===== src/rtl/vga_pkg.sv =====
// vga_pkg: shared VGA stream widths and default visible-area sizes.
package vga_pkg;
  localparam int CNT_W = 11;
  localparam int RGB_W = 12;
  localparam int H_ACTIVE_DEF = 1024;
  localparam int V_ACTIVE_DEF = 768;
endpackage


===== src/rtl/vga_delay.sv =====
// vga_delay: fixed-depth register delay line with async active-low clear.
module vga_delay #(
  parameter int W = 1,
  parameter int D = 2
) (
  input  logic         clk,
  input  logic         rst_n,
  input  logic [W-1:0] d,
  output logic [W-1:0] q
);
  logic [W-1:0] r [D];
  always_ff @(posedge clk or negedge rst_n) begin
    if (!rst_n) begin
      for (int i = 0; i < D; i++) r[i] <= '0;
    end else begin
      r[0] <= d;
      for (int i = 1; i < D; i++) r[i] <= r[i-1];
    end
  end
  assign q = r[D-1];
endmodule


===== src/rtl/draw_rect_sync.sv =====
// draw_rect_sync: overlays a bordered rectangle on the VGA stream, position latched at vblank start.
module draw_rect_sync
  import vga_pkg::*;
#(
  parameter int          RECT_W     = 48,
  parameter int          RECT_H     = 64,
  parameter logic [11:0] RECT_RGB   = 12'hF80,
  parameter logic [11:0] BORDER_RGB = 12'hFFF,
  parameter int          H_ACTIVE   = H_ACTIVE_DEF,
  parameter int          V_ACTIVE   = V_ACTIVE_DEF
) (
  input  logic             clk,
  input  logic             rst_n,
  input  logic [11:0]      xpos,
  input  logic [11:0]      ypos,
  input  logic [CNT_W-1:0] hcount_in,
  input  logic [CNT_W-1:0] vcount_in,
  input  logic             hsync_in,
  input  logic             hblnk_in,
  input  logic             vsync_in,
  input  logic             vblnk_in,
  input  logic [RGB_W-1:0] rgb_in,
  output logic [CNT_W-1:0] hcount_out,
  output logic [CNT_W-1:0] vcount_out,
  output logic             hsync_out,
  output logic             hblnk_out,
  output logic             vsync_out,
  output logic             vblnk_out,
  output logic [RGB_W-1:0] rgb_out
);
  logic             vblnk_prev;
  logic [11:0]      x_lat, y_lat;
  logic [12:0]      hc, vc, x0, y0, x1, y1;
  logic             in_x, in_y, on_edge, visible;
  logic [RGB_W-1:0] rgb_s1;
  logic             in_rect_s1, on_edge_s1;

  always_ff @(posedge clk or negedge rst_n) begin
    if (!rst_n) begin
      vblnk_prev <= 1'b0;
      x_lat      <= '0;
      y_lat      <= '0;
    end else begin
      vblnk_prev <= vblnk_in;
      if (vblnk_in && !vblnk_prev) begin
        x_lat <= xpos;
        y_lat <= ypos;
      end
    end
  end

  // 13-bit extents: a rectangle near 4095 runs off-screen instead of wrapping
  assign hc      = {2'b00, hcount_in};
  assign vc      = {2'b00, vcount_in};
  assign x0      = {1'b0, x_lat};
  assign y0      = {1'b0, y_lat};
  assign x1      = x0 + 13'(RECT_W - 1);
  assign y1      = y0 + 13'(RECT_H - 1);
  assign in_x    = (hc >= x0) && (hc <= x1);
  assign in_y    = (vc >= y0) && (vc <= y1);
  assign on_edge = in_x && in_y && (hc == x0 || hc == x1 || vc == y0 || vc == y1);
  assign visible = (hc < 13'(H_ACTIVE)) && (vc < 13'(V_ACTIVE)) && !hblnk_in && !vblnk_in;

  always_ff @(posedge clk or negedge rst_n) begin
    if (!rst_n) begin
      rgb_s1     <= '0;
      in_rect_s1 <= 1'b0;
      on_edge_s1 <= 1'b0;
      rgb_out    <= '0;
    end else begin
      rgb_s1     <= rgb_in;
      in_rect_s1 <= in_x && in_y && visible;
      on_edge_s1 <= on_edge;
      rgb_out    <= in_rect_s1 ? (on_edge_s1 ? BORDER_RGB : RECT_RGB) : rgb_s1;
    end
  end

  vga_delay #(.W(2 * CNT_W + 4), .D(2)) u_dly (
    .clk   (clk),
    .rst_n (rst_n),
    .d     ({hcount_in, vcount_in, hsync_in, hblnk_in, vsync_in, vblnk_in}),
    .q     ({hcount_out, vcount_out, hsync_out, hblnk_out, vsync_out, vblnk_out})
  );
endmodule

===== config.mk =====
export PLATFORM = sky130hd
export DESIGN_NAME = draw_rect_sync
export DESIGN_NICKNAME = d
export VERILOG_FILES = /design/src/rtl/vga_pkg.sv /design/src/rtl/vga_delay.sv /design/src/rtl/draw_rect_sync.sv
export SDC_FILE = /design/constraint.sdc
export NUM_CORES = 1
export LEC_CHECK = 0
export ABC_AREA = 1
export BUFFER_PORTS_ARGS = -buffer_cell sky130_fd_sc_hd__buf_2
export CAP_MARGIN = 15
export CORE_MARGIN = 3
export CORE_UTILIZATION = 36
export CTS_CLUSTER_SIZE = 25
export DETAILED_ROUTE_END_ITERATION = 10
export HOLD_SLACK_MARGIN = 0.1
export PLACE_DENSITY_LB_ADDON = 0.15
export SLEW_MARGIN = 10
export SYNTH_ARGS = -nofsm -noshare
export SYNTH_HDL_FRONTEND = slang
export SYNTH_SLANG_ARGS = --single-unit

===== constraint.sdc =====
create_clock -name clk -period 3.59 [get_ports clk]
set_input_delay 0.1795 -clock clk [delete_from_list [all_inputs] [get_ports clk]]
set_output_delay 0.1795 -clock clk [all_outputs]
set_load 0.02 [all_outputs]

# Word-level counts from Yosys, hierarchy flattened
# Cells that the tools add are included.
[op_classes]
reduce_logical = 15
eq_ne = 4
magnitude_cmp = 6
addsub = 2
bitwise = 0
mux = 2
n_div = 0
shift = 0
n_mul = 0
[op_table]
columns = ["cell", "n"]
rows = [
  ["adder 12 x 6 -> 13 bit (second input constant)", 2],
  ["equality test 11 x 13 -> 1 bit", 2],
  ["<= comparator 11 x 13 -> 1 bit", 2],
  ["equality test 11 x 12 -> 1 bit", 2],
  [">= comparator 11 x 12 -> 1 bit", 2],
  ["2-to-1 mux 12 bit", 1],
  ["< comparator 11 x 10 -> 1 bit (second input constant)", 1],
  ["< comparator 11 bit (second input constant)", 1],
  ["logical AND 1 bit", 9],
  ["2-to-1 mux 7 bit", 1],
  ["zero test 1 bit", 3],
  ["logical OR 1 bit", 3],
]
[totals]
mem_bits_ro = 0
regBits = 103
latch_bits = 0
elab_cells = 38
out_inout_bits = 38
ram_bits = 0
memories = 0
in_bits = 64

# Depth between registers and ports, before layout
[depth]
depth_word = 6
mapped_depth = 18
depth_no_buf = 18

# Cells and area by module
# From an unflattened synthesis, not the netlist that was laid out.
[unflattened]
cells_unflattened = 484
hier_area_um2 = 4815.9
[modules_own_cells]
columns = ["module", "seq_area_each_um2", "cells_each", "n_inst", "area_per_inst_um2"]
rows = [
  ["draw_rect_sync", 1276.2, 406, 1, 3319.4],
  ["vga_delay", 1301.2, 78, 1, 1496.4],
]

# Least setup slack after synthesis
# No wires, ideal clock.
[synth_path]
kind = "register to register"
start = "register x_lat[0]"
end = "register in_rect_s1"
path_slack_ps = 1434
path_stages_with_launch = 16
period_less_slack_ps = 2156
t_required_ps = 3519
setup_time_ps = 71
n_path_buf = 0
arrival_ps = 2084
cell_sequence = "dfrtp_1 inv_1 ha_1 nand3_1 nand2_1 nand2_1 nand2_1 nor3_2 xor2_1 ha_1 nand2_1 nor4_1 nor2_2 nand2_2 nand3_2 nor2_1"
[synth_via]
elab_chain_len = 5
elab_cells_between_ends = 6
classes_between = "add/sub (1); order compare (2); reduce/logical (3)"
[synth_rtl]
columns = ["item", "line_no", "text"]
rows = [
  ["start: declaration", "draw_rect_sync.sv:32", "logic [11:0] x_lat, y_lat;"],
  ["start signal: assignment", "draw_rect_sync.sv:46", "x_lat <= xpos;"],
  ["adder 12 x 6 -> 13 bit", "draw_rect_sync.sv:57", "assign x1 = x0 + 13'(RECT_W - 1);"],
  ["<= comparator 11 x 13 -> 1 bit", "draw_rect_sync.sv:59", "assign in_x = (hc >= x0) && (hc <= x1);"],
  ["logical AND 1 bit (*)", "draw_rect_sync.sv:59", ""],
  ["logical AND 1 bit (*) (2 in a row)", "draw_rect_sync.sv:72", "in_rect_s1 <= in_x && in_y && visible;"],
  ["end signal: assignment", "draw_rect_sync.sv:72", ""],
  ["end: declaration", "draw_rect_sync.sv:36", "logic in_rect_s1, on_edge_s1;"],
]
# Mark *: on every way between the ends. The rest lies on a longest branch, timed or not.
# A chain may end at the register's enable or synchronous reset.

# Worst setup path after layout
[layout_path]
start = "register y_lat[0]"
end = "register in_rect_s1"
[layout_via]
elab_chain_len = 5
elab_cells_between_ends = 6
classes_between = "add/sub (1); order compare (2); reduce/logical (3)"
[layout_rtl]
columns = ["item", "line_no", "text"]
rows = [
  ["start: declaration", "draw_rect_sync.sv:32", ""],
  ["start signal: assignment", "draw_rect_sync.sv:47", "y_lat <= ypos;"],
  ["adder 12 x 6 -> 13 bit", "draw_rect_sync.sv:58", "assign y1 = y0 + 13'(RECT_H - 1);"],
  ["<= comparator 11 x 13 -> 1 bit", "draw_rect_sync.sv:60", "assign in_y = (vc >= y0) && (vc <= y1);"],
  ["logical AND 1 bit (*)", "draw_rect_sync.sv:60", ""],
  ["logical AND 1 bit (*) (2 in a row)", "draw_rect_sync.sv:72", ""],
]
# Marks and branches as above.

==> reports/metrics.cfg <==
[outcome]
status = finished clean

[sta]
report.final.setup_viol = 0
slew_violations = 0
rsz0062_at_grt = false
hold_viol_final = 0
min_period_ps = 2500
relSlewSlack_pct = 67.5
fin_ws_ps = 1090
skew_ps = 6.78
fmax_mhz = 400
worst_slew_pin_slew_ps = 487
setup_tns_ps = 0
finalCritPeriodShare_pct = 69.7

[floorplan]
die_x_um = 121
start_util_pct = 37.1
ioPinCount = 102
die_area_mm2 = 0.0145
rows = 41
core_mm2 = 0.0127
die_h_um = 121

[run]
maxCapViolCount = 0

[setup_path]
reg2reg_depth = 15
crit_path_max_fanout = 4
rr_endpoint = in_rect_s1
crit_arrival_ps = 2780
crit_type = reg -> reg
rr_startpoint = y_lat[0]
r2r_setup_slack_ps = 1090
startpoint = y_lat[0]
worstSetupEndpoint = in_rect_s1
required_ps = 3870
worstSetupStartpointType = flop
setup.worst_path.end_class = flop

[power]
p_leak_uw = 0.00318
power_density_mw_per_mm2 = 464
vdd_ir_drop_max_mv = 0.226

[yosys]
syn_nets = 587
netlist.area_leader.share_pct = 54.0
synth_top_family_by_area = simple AND/OR/NAND/NOR gates
yosys.area_share.simple_pct = 17.8
synthAdderAreaFrac_pct = 12.2
synth_cell_types = 28
mappedNetlistArea_mm2 = 0.00473
synth_top_area_cell = dfrtp_1
synth_compound_area_share_pct = 5.67
yosys_warnings = 0
yosys_register_bits = 102
synth_area_per_cell_um2 = 9.91
synth_area_leaders = dfrtp_1, ha_1, nand2_1
seq_area_frac_synth_pct = 54.0
synth-xor-area-share_pct = 2.97
muxShareOfSynthArea_pct = 0
synthCells = 477

[placement]
hpwl_um = 7990
routabilityCongestion = 0.874
dp_slack_ps = 1100
dp.cells = 726
dpl-instance-area_mm2 = 0.00529
port_buffers = 101

[drt]
drtIter0Drc = 98
dr_wl_met2_um = 4880
drt-vias-per-instance = 4.45
wire_per_inst_um = 13.2
vias = 3577
postRouteAntennaNets = 0
highest_layer = met4
drc_errors = 0
wirelength_um = 10600
m1WireLength_um = 5070
wl_met3_um = 453
firstDrtPassIters = 4

[global_routing]
antenna_found_initial = 0
grt_first_pass_wirelength_um = 17900
grt_max_degree = 49
grt_overflow_total = 0
grt_usage_pct = 15.7
first_global_vias = 3612

[clock_network]
postCtsSetupRepairBufs = 0
cts_tree = yes
htreeDepth = 3
cts_resized = 0
clkTransAtPathRegs_ps = 70
clock_latency_ps = 340
holdBufCountCts = 62
cts_buffers = 9
clock_tree.root_cell = clkbuf_16
cts.sinks = 102
clockBufferDepth = 2

[worst_hold_path]
whs_path_depth = 3
min_path_type = in -> reg

[layout]
most-common-layout-cells = dfrtp_1, buf_2, nand2_1
final_cells = 804
area_delta_synth_final_pct = 31.4
num_antenna_cells = 0
final_common_cell = dfrtp_1
fin_nets = 737
drive_gt1_share_pct = 22.6
stdcell_area_mm2 = 0.00621

worst max-delay path, cell delays in order, from the launching register on:
cell	delay, ps
dfrtp_1	380
inv_1	130
ha_1	230
nand4_1	160
nand2_1	160
nor3_1	70
xor2_1	140
ha_1	300
nand2_1	60
inv_1	70
nand3_1	70
nor4_1	310
nor2_1	100
nand2_1	90
nand3_2	80
nor2_1	80
sequential cells by signal, summed over array words and instances (netlist names):
register	cells
on_edge_s1	1
rgb_s1	12
u_dly.q	26
rgb_out	12
x_lat	12
y_lat	12
u_dly.r	26
in_rect_s1	1
routing by layer:
metal	GRT usage, %	vias up
li1	-	1828
met1	21.3	1647
met2	24.8	89
met3	2.76	13
met4	6.59	0
met5	0	-
synthesized netlist by cell type:
library cell and n:
and3_1 1, a21oi_1 43, o21a_1 1, nor2_2 3
nand3_1 23, buf_1 2, nand3_2 4, nand4_1 4
nor3_1 4, buf_4 22, nand2_2 3, nor2_4 1
nor3_2 2, inv_1 36, ha_1 46, xnor2_1 2
dfrtp_1 102, o21ai_1 1, or2_2 5, nor2_1 46
nor4_1 3, clkbuf_1 2, nand2_1 90, o21ai_0 8
nand3b_1 1, xor2_1 14, buf_2 1, inv_2 7
power by group:
group | switching (uW) | leakage [uW] | internal, uW
Sequential | 40.5 | 0.00117 | 1230
Clock | 417 | 0.000146 | 578
Combinational | 364 | 0.00186 | 255
worst min-delay path by stage:
stage | startpoint | end | slack [ps]
finish | xpos[0] | x_lat[0] | 120
global route | xpos[0] | x_lat[0] | 140
CTS | xpos[0] | x_lat[0] | 100
detailed placement | rst_n | u_dly.q[1] | 180
global placement | rst_n | u_dly.q[1] | 170
floorplan | rst_n | in_rect_s1 | -120
metrics by stage:
step           hold slack (ps)  total power [uW]  util, %
2_1_floorplan             -116              1680        -
3_3_place_gp               171              1840     41.6
3_5_place_dp               176              1860     41.6
4_1_cts                    104              2920     48.8
5_1_grt                    135              3060     48.8
6_report                   123              2880     48.8
cell families after synthesis:
family	count (synthesis)
buffers and inverters	70
and+or+nand+nor	190
DFF	102
adders and majority gates	46
xor gates and xnor gates	16
AOI/OAI and AO/OA	53
final cells by class:
class                           count  area, um^2
Clock buffer                       13         260
Sequential cell                   102        2550
Clock inverter                      3        42.5
Fill cell                        1233        6510
Inverter                           43         161
Tap cell                          172         215
Multi-Input combinational cell    305        1830
Timing Repair Buffer              166        1150
Note: power is estimated with default switching activity, not from simulation.
